==> config.mk <==
export PLATFORM = sky130hd
export DESIGN_NAME = alu_pipe
export DESIGN_NICKNAME = d
export VERILOG_FILES = /design/src/rtl/alu_pipe.sv
export SDC_FILE = /design/constraint.sdc
export NUM_CORES = 1
export LEC_CHECK = 0
export CAP_MARGIN = 10
export CORE_MARGIN = 2
export CORE_UTILIZATION = 35
export CTS_BUF_LIST = sky130_fd_sc_hd__clkbuf_8 sky130_fd_sc_hd__clkbuf_16
export DETAILED_ROUTE_END_ITERATION = 7
export PLACE_DENSITY_LB_ADDON = 0.2
export SLEW_MARGIN = 20
export SYNTH_ARGS = -nofsm -noshare
export SYNTH_HDL_FRONTEND = slang
export SYNTH_SLANG_ARGS = --single-unit
==> constraint.sdc <==
create_clock -name clk -period 10.26 [get_ports clk]
set_input_delay 2.052 -clock clk [delete_from_list [all_inputs] [get_ports clk]]
set_output_delay 2.052 -clock clk [all_outputs]
set_load 0.005 [all_outputs]
==> src/rtl/alu_pipe.sv <==
// rtl/alu_pipe.sv - registered WIDTH-bit ALU with valid/ready handshakes and iterative multiply
//
// Purpose:
//   Single-cycle ALU ops (add/sub/logic/shift) register their result one clock
//   after acceptance. MUL runs as a WIDTH-cycle shift-add with the input stalled.
//   A single output register holds each result until the consumer takes it.
//
// Ports:
//   clk        in   1      rising-edge clock
//   rst_n      in   1      asynchronous active-low reset
//   in_valid   in   1      operands/op presented
//   in_ready   out  1      block can accept this cycle
//   in_op      in   4      operation select
//   in_a       in   WIDTH  operand A
//   in_b       in   WIDTH  operand B / shift amount (low $clog2(WIDTH) bits)
//   out_valid  out  1      output register holds an unconsumed result
//   out_ready  in   1      consumer accepts the result
//   out_result out  WIDTH  result
//   out_flags  out  4      {N,Z,C,V}
//   out_err    out  1      result came from an illegal op
//   busy       out  1      multiply in progress
module alu_pipe #(
  parameter int WIDTH      = 16,
  parameter bit ENABLE_MUL = 1'b1
) (
  input  logic             clk,
  input  logic             rst_n,
  input  logic             in_valid,
  output logic             in_ready,
  input  logic [3:0]       in_op,
  input  logic [WIDTH-1:0] in_a,
  input  logic [WIDTH-1:0] in_b,
  output logic             out_valid,
  input  logic             out_ready,
  output logic [WIDTH-1:0] out_result,
  output logic [3:0]       out_flags,
  output logic             out_err,
  output logic             busy
);

  localparam int SW = $clog2(WIDTH);

  localparam logic [3:0] OP_ADD = 4'h0;
  localparam logic [3:0] OP_SUB = 4'h1;
  localparam logic [3:0] OP_AND = 4'h2;
  localparam logic [3:0] OP_OR  = 4'h3;
  localparam logic [3:0] OP_XOR = 4'h4;
  localparam logic [3:0] OP_NTA = 4'h5;
  localparam logic [3:0] OP_NTB = 4'h6;
  localparam logic [3:0] OP_SHL = 4'h7;
  localparam logic [3:0] OP_SHR = 4'h8;
  localparam logic [3:0] OP_SRA = 4'h9;
  localparam logic [3:0] OP_MUL = 4'hA;

  typedef enum logic {IDLE, MUL} state_t;

  state_t state_q, state_d;

  logic [2*WIDTH-1:0] mcand;
  logic [WIDTH-1:0]   mplier;
  logic [2*WIDTH-1:0] acc;
  logic [2*WIDTH-1:0] acc_next;
  logic [SW-1:0]      cnt;
  logic               mul_last;

  logic               accept;
  logic               is_mul;

  logic [WIDTH-1:0]   res_c;
  logic               c_c;
  logic               v_c;
  logic               err_c;
  logic [WIDTH:0]     sum;
  logic [WIDTH:0]     diff;
  logic [WIDTH:0]     shl_ext;
  logic [WIDTH:0]     shr_ext;
  logic [WIDTH:0]     sra_ext;
  logic [SW-1:0]      amt;

  assign busy     = (state_q == MUL);
  assign in_ready = (state_q == IDLE) && (!out_valid || out_ready);
  assign accept   = in_valid && in_ready;
  assign is_mul   = ENABLE_MUL && (in_op == OP_MUL);

  assign acc_next = acc + (mplier[0] ? mcand : '0);
  assign mul_last = (cnt == SW'(WIDTH - 1));

  // Single-cycle datapath. Shifts are done one bit wider than the operand so
  // the last bit shifted out lands in the extra position and becomes C; with
  // a zero shift amount that position only ever holds the padding zero.
  always_comb begin
    res_c   = '0;
    c_c     = 1'b0;
    v_c     = 1'b0;
    err_c   = 1'b0;
    amt     = in_b[SW-1:0];
    sum     = {1'b0, in_a} + {1'b0, in_b};
    diff    = {1'b0, in_a} - {1'b0, in_b};
    shl_ext = {1'b0, in_a} << amt;
    shr_ext = {in_a, 1'b0} >> amt;
    sra_ext = $signed({in_a, 1'b0}) >>> amt;
    case (in_op)
      OP_ADD: begin
        res_c = sum[WIDTH-1:0];
        c_c   = sum[WIDTH];
        v_c   = (in_a[WIDTH-1] == in_b[WIDTH-1]) && (res_c[WIDTH-1] != in_a[WIDTH-1]);
      end
      OP_SUB: begin
        res_c = diff[WIDTH-1:0];
        c_c   = ~diff[WIDTH];
        v_c   = (in_a[WIDTH-1] != in_b[WIDTH-1]) && (res_c[WIDTH-1] != in_a[WIDTH-1]);
      end
      OP_AND: res_c = in_a & in_b;
      OP_OR:  res_c = in_a | in_b;
      OP_XOR: res_c = in_a ^ in_b;
      OP_NTA: res_c = ~in_a;
      OP_NTB: res_c = ~in_b;
      OP_SHL: begin
        res_c = shl_ext[WIDTH-1:0];
        c_c   = shl_ext[WIDTH];
      end
      OP_SHR: begin
        res_c = shr_ext[WIDTH:1];
        c_c   = shr_ext[0];
      end
      OP_SRA: begin
        res_c = sra_ext[WIDTH:1];
        c_c   = sra_ext[0];
      end
      default: err_c = 1'b1;
    endcase
  end

  always_ff @(posedge clk or negedge rst_n) begin
    if (!rst_n) begin
      state_q <= IDLE;
    end else begin
      state_q <= state_d;
    end
  end

  always_comb begin
    state_d = state_q;
    case (state_q)
      IDLE:    if (accept && is_mul) state_d = MUL;
      MUL:     if (mul_last) state_d = IDLE;
      default: state_d = IDLE;
    endcase
  end

  always_ff @(posedge clk or negedge rst_n) begin
    if (!rst_n) begin
      out_valid  <= 1'b0;
      out_result <= '0;
      out_flags  <= '0;
      out_err    <= 1'b0;
      mcand      <= '0;
      mplier     <= '0;
      acc        <= '0;
      cnt        <= '0;
    end else if (state_q == IDLE) begin
      if (accept) begin
        if (is_mul) begin
          mcand     <= {{WIDTH{1'b0}}, in_a};
          mplier    <= in_b;
          acc       <= '0;
          cnt       <= '0;
          out_valid <= 1'b0;
        end else begin
          out_result <= res_c;
          out_flags  <= {res_c[WIDTH-1], (res_c == '0), c_c, v_c};
          out_err    <= err_c;
          out_valid  <= 1'b1;
        end
      end else if (out_ready) begin
        out_valid <= 1'b0;
      end
    end else begin
      // Output slot was emptied at MUL acceptance, so completion never
      // overwrites an unconsumed result.
      acc    <= acc_next;
      mcand  <= mcand << 1;
      mplier <= mplier >> 1;
      cnt    <= cnt + 1'b1;
      if (mul_last) begin
        out_result <= acc_next[WIDTH-1:0];
        out_flags  <= {acc_next[WIDTH-1], (acc_next[WIDTH-1:0] == '0),
                       (acc_next[2*WIDTH-1:WIDTH] != '0), 1'b0};
        out_err    <= 1'b0;
        out_valid  <= 1'b1;
      end
    end
  end

endmodule

======== After elaboration in Yosys (flattened, before gate mapping) ========
Index checks and enable logic that the tools add are counted.
storage, ports and cells
  register bits after elaboration ......... 107
  input port bits ......................... 40
  output and inout bits ................... 24
  logic and storage cells ................. 95
cells by class
  add/sub/neg operators ................... 4
  equal/unequal tests ..................... 17
  shift-type cells ........................ 3
  multiplexer cells ....................... 37
  bitwise logic cells ..................... 7
  reduce and logical (&&, ||, !) cells .... 18
operators by type and width
  operator               count
  $mux W32               7
  $pmux W16 S10          1
  $mux W16               7
  $add A32 B32 Y32       1
  $logic_not A16 Y1      2
  $not A16 Y16           2
  $mux W4                7
  $add A16 B16 Y17       1
  $shl A16 B4 Y17        1
  $shr A17 B4 Y17        1
  $sshr A17 B4 Y17       1
  $sub A16 B16 Y17       1
  $and A16 B16 Y16       1
  $eq A4 B3 Y1 const B   4
  $eq A4 B4 Y1 const B   4
  $or A16 B16 Y16        1
  $reduce_bool A16 Y1    1
  $xor A16 B16 Y16       1
  $mux W1                12
  $reduce_or A10 Y1      1
  $eq A4 B2 Y1 const B   2
  $logic_and A1 B1 Y1    5
  $pmux W1 S5            1
  $add A4 B1 Y4 const B  1
  14 further kinds       20

======== Depth between registers and ports, before layout ========
  depth after elaboration ................. 7
  gate-level depth with buffers ........... 15

======== Worst setup path after synthesis ========
No wires, ideal clock.
  path type ............................... input to register
  start point ............................. input port in_b[2]
  end point ............................... register out_flags[2]
  setup time .............................. 0.092 ns
  arrival ................................. 5.366 ns
  path slack .............................. 4.803 ns
  stages .................................. 15
  path buffers ............................ 4
  cells stage by stage .................... buf_2 > inv_2 > clkbuf_1 > buf_1 > ha_1 > buf_2 > or3_1 > o221a_1 > a21oi_2 > or3_1 > a31oi_1 > or4_4 > nor4_2 > nand4b_1 > o31ai_2
between the ends
  longest elaborated chain between the ends .. 6
RTL lines
  what                                            line  RTL
  from (decl)                                     32    input logic [WIDTH-1:0] in_b,
  $sub A16 B16 Y17, or another cell as far along  98    diff = {1'b0, in_a} - {1'b0, in_b};
  $pmux W16 S10 (*)                               102   case (in_op)
  $logic_not A16 Y1 (*)                           171   out_flags <= {res_c[WIDTH-1], (res_c == '0), c_c, v_c};
  $mux W4 (*)                                     163   if (is_mul) begin
  $mux W4 (*)                                     162   if (accept) begin
  $mux W4 (*)                                     161   end else if (state_q == IDLE) begin
  to (signal assigned)                            171
  to (signal assigned)                            187   out_flags <= {acc_next[WIDTH-1], (acc_next[WIDTH-1:0] == '0),
  to (decl)                                       36    output logic [3:0] out_flags,
Every way passes the cells marked *; elsewhere a longest branch is shown, timed or not. The select of a mux whose other input is x is not followed.
A chain may end at the register's enable or synchronous reset.

======== Worst setup path after layout ========
  start point ............................. input port in_a[8]
  end point ............................... register out_flags[2]
between the ends
  longest elaborated chain between the ends .. 6
RTL lines
  what                                            line  RTL
  from (decl)                                     31    input logic [WIDTH-1:0] in_a,
  $sub A16 B16 Y17, or another cell as far along  98
  $pmux W16 S10 (*)                               102
  $logic_not A16 Y1 (*)                           171
  $mux W4 (*)                                     163
  $mux W4 (*)                                     162
  $mux W4 (*)                                     161
Marked as above.

==> flow_summary.json <==
{
  "cp_slowest_cell": "clkdlybuf4s50_1",
  "dp_hpwl_um": 30700,
  "cts_root_buf": "clkbuf_16",
  "switchingPower_uw": 886,
  "p_per_area_mw_per_mm2": 159,
  "cp.required_ps": 10530,
  "fin_crit_ps": 5840,
  "avgSynthCellArea_um2": 7.77,
  "seqPwrFrac_pct": 35.2,
  "synth-edff-count": 0,
  "finalHoldWorstSlack_ps": 485,
  "dieWidth_um": 185,
  "viasPerCell": 5.92,
  "cts.sinks": 106,
  "p_clk_share_pct": 16.7,
  "rsz0062_at_grt": "no",
  "crit_path_frequent_cell": "and3_1",
  "vias": 11249,
  "intPower_mw": 1.12,
  "stdcell_count": 1899,
  "regArea_mm2": 0.00266,
  "finalCritPeriodShare_pct": 56.9,
  "numCtsBuffers": 9,
  "crit_family": "compound AO/OA/AOI/OAI gates",
  "fmax_mhz": 171,
  "final_layout_size_suffix_gt1_share_pct": 7.28,
  "initial_core_util_pct": 35.4,
  "clockBufferDepth": 2,
  "nFillCells": 3422,
  "drc": 0,
  "drv_slew": 0,
  "cp.arrival_ps": 6110,
  "r2r-start": "mplier[0]",
  "synth_cells": 1480,
  "combPwrFrac_pct": 48.1,
  "maxSlewHeadroom_pct": 28.3,
  "cts_tree": "done",
  "p_leak_nw": 5.43,
  "whs_path_depth": 2,
  "ys_seq_area_share_pct": 23.1,
  "reg2reg_slack_ps": 5930,
  "crit_path_start_kind": "input port",
  "post-cts-setup-buffer-count": 0,
  "hold-path-endpoint": "mplier[1]",
  "synth_cell_type_count": 91,
  "antennaDiodeCount": 0,
  "grt_max_degree": 111,
  "area_delta_synth_final_pct": 9.55,
  "die_area_mm2": 0.0343,
  "dp_slack_ps": 4170,
  "antenna_found_initial": 0,
  "ys_seq_elements": 106,
  "multi_input_area_mm2": 0.00811,
  "worst_setup_path_end_kind": "flip-flop",
  "crit_fanout": 13,
  "hold_viol": 0,
  "drt_iter0_drc": 1205,
  "swShare_pct": 44.2,
  "row_count": 66,
  "r2r-end": "out_flags[1]",
  "crit_buf_inv": 2,
  "grt_first_pass_wirelength_um": 64200,
  "ant_nets": 0,
  "fin_setup_tns_ps": 0,
  "grtUsageTotal_pct": 24.2,
  "fin_ws_ps": 4420,
  "tightestPinTransition_ps": 1060,
  "grt_pass1_vias": 10663,
  "htree_levels": 3,
  "critPathMaxStageDelay_ps": 930,
  "dieHeight_um": 185,
  "clk_pin_slew_ps": 70,
  "hp-start": "mplier[2]",
  "final_common_cell": "nand2_1",
  "syn_area_mm2": 0.0115,
  "portBuffers": 63,
  "nets": 1579,
  "wl_um": 41100,
  "crit_chain": "clkdlybuf4s50_1 > inv_1 > ha_1 > and3_1 > and3_1 > a2111oi_1 > o31ai_1 > a221o_1 > a21oi_1 > nand2_1 > o31ai_2",
  "setup_viol": 0,
  "dr.pass1.iters": 7,
  "core_area_mm2": 0.0325,
  "yosysWarnings": 0,
  "async_reset_ff_share_pct": 100,
  "gp_congestion": 0.993,
  "synth_fp_nets": 1607,
  "ioPinCount": 64,
  "fin_worst_skew_ps": 6.06,
  "maxCapViolCount": 0,
  "layout_common_cells": "205 x nand2_1, 133 x o21ai_0, 112 x a21oi_1",
  "ctsHoldBuffers": 0,
  "ir_drop_mv": 0.0998,
  "clock_latency_ps": 360,
  "grt.overflow.total": 0,
  "worstHoldPathType": "reg -> reg",
  "status": "complete, no violations",
  "path_class": "in -> reg",
  "synth-main-ff-cell": "dfrtp_1",
  "cts-resized-gates": 0,
  "placed_cells": 1883,
  "r2r_cells": 12,
  "drt-wirelength-per-cell_um": 21.6
}
==> worst min-delay path: cells and delay by family (launching register included) <==
| family | cells | cell delay [ps] |
|---|---|---|
| DFF | 1 | 350 |
| AOI/OAI and AO/OA | 1 | 60 |
| and+or+nand+nor | 1 | 50 |
==> final cells by class <==
class / instances / share of cell area, %
Clock buffer: 10 / 1.90
Clock inverter: 6 / 0.288
Inverter: 66 / 1.97
Multi-Input combinational cell: 1188 / 64.4
Sequential cell: 106 / 21.1
Tap cell: 442 / 4.39
Timing Repair Buffer: 81 / 5.98
==> flip-flops by register name, indices dropped and copies added, names as in the netlist <==
| register | flops |
|---|---|
| acc | 32 |
| busy | 1 |
| cnt | 4 |
| mcand | 32 |
| mplier | 16 |
| out_err | 1 |
| out_flags | 3 |
| out_result | 16 |
| out_valid | 1 |
==> synthesized netlist by cell type (6+ instances only) <==
| cell | n | area (um2) |
|---|---|---|
| o221ai_1 | 10 | 87.6 |
| mux2_2 | 12 | 135 |
| nor4_1 | 17 | 106 |
| clkbuf_1 | 85 | 319 |
| o21a_1 | 9 | 67.6 |
| mux2i_1 | 43 | 430 |
| a31oi_1 | 13 | 81.3 |
| and3_1 | 10 | 62.6 |
| or3_1 | 13 | 81.3 |
| o211ai_1 | 14 | 105 |
| nor3_1 | 26 | 130 |
| xor2_1 | 18 | 158 |
| a21o_1 | 20 | 150 |
| dfrtp_1 | 106 | 2650 |
| a21oi_1 | 112 | 561 |
| nand4_1 | 12 | 75.1 |
| nand2b_1 | 12 | 75.1 |
| mux4_2 | 25 | 563 |
| a311oi_1 | 7 | 61.3 |
| o21ai_0 | 133 | 666 |
| inv_1 | 61 | 229 |
| nand3b_1 | 8 | 60.1 |
| buf_2 | 16 | 80.1 |
| nor2_1 | 103 | 387 |
| ha_1 | 84 | 1050 |
| nor2b_1 | 12 | 75.1 |
| o22ai_1 | 12 | 75.1 |
| or2_2 | 6 | 37.5 |
| and2_1 | 36 | 225 |
| a22o_1 | 7 | 61.3 |
| nand2_1 | 205 | 769 |
| o31ai_1 | 6 | 45.0 |
| buf_1 | 12 | 45.0 |
| xnor2_1 | 14 | 123 |
| a221oi_1 | 8 | 70.1 |
| o21ai_1 | 8 | 40.0 |
| o21bai_1 | 16 | 120 |
| a211oi_1 | 15 | 113 |
| nand3_1 | 34 | 170 |
==> per-layer routing <==
layer  vias up  global-route usage (%)  part of all wire [%]
li1       5324                       -                     -
met1      5473                    35.1                    47
met2       401                    37.9                    45
met3        51                    2.63                   5.6
met4         0                    7.08                   2.6
met5         -                       0                     0
==> cell families after synthesis <==
group | share of synthesized area (%)
xor+xnor | 2.44
simple gates | 21.9
compound gates | 26.1
fa+ha+maj | 9.67
mux | 10.1
buf+inv | 6.64
flops | 23.1
==> worst max path at each step <==
stage	start	end	slack, ps	depth (start not counted)
after global placement	in_b[2]	out_flags[2]	4140	12
after floorplan	in_b[2]	out_flags[2]	4800	15
after CTS	in_b[2]	out_flags[2]	4540	12
after detailed placement	in_b[2]	out_flags[2]	4170	12
after global routing	in_b[2]	out_flags[2]	4200	12
final	in_a[8]	out_flags[2]	4420	11
==> power by group through the flow <==
stage | clock [mW] | sequential (mW) | combinational, mW
after floorplan | 0 | 0.649 | 0.668
after global placement | 0 | 0.712 | 0.949
after detailed placement | 0 | 0.714 | 0.962
after CTS | 0.343 | 0.708 | 0.966
after global routing | 0.358 | 0.732 | 1.08
final | 0.336 | 0.706 | 0.965
==> through the flow <==
step           instance area (um2)  power [mW]  util (%)
6_report                     12600        2.01      38.8
5_1_grt                      12600        2.17      38.8
4_1_cts                      12600        2.02      38.8
3_5_place_dp                 12300        1.68      38.0
3_3_place_gp                 12300        1.66      38.0
2_1_floorplan                11500        1.32         -
Power figures use the tool's default switching activity.
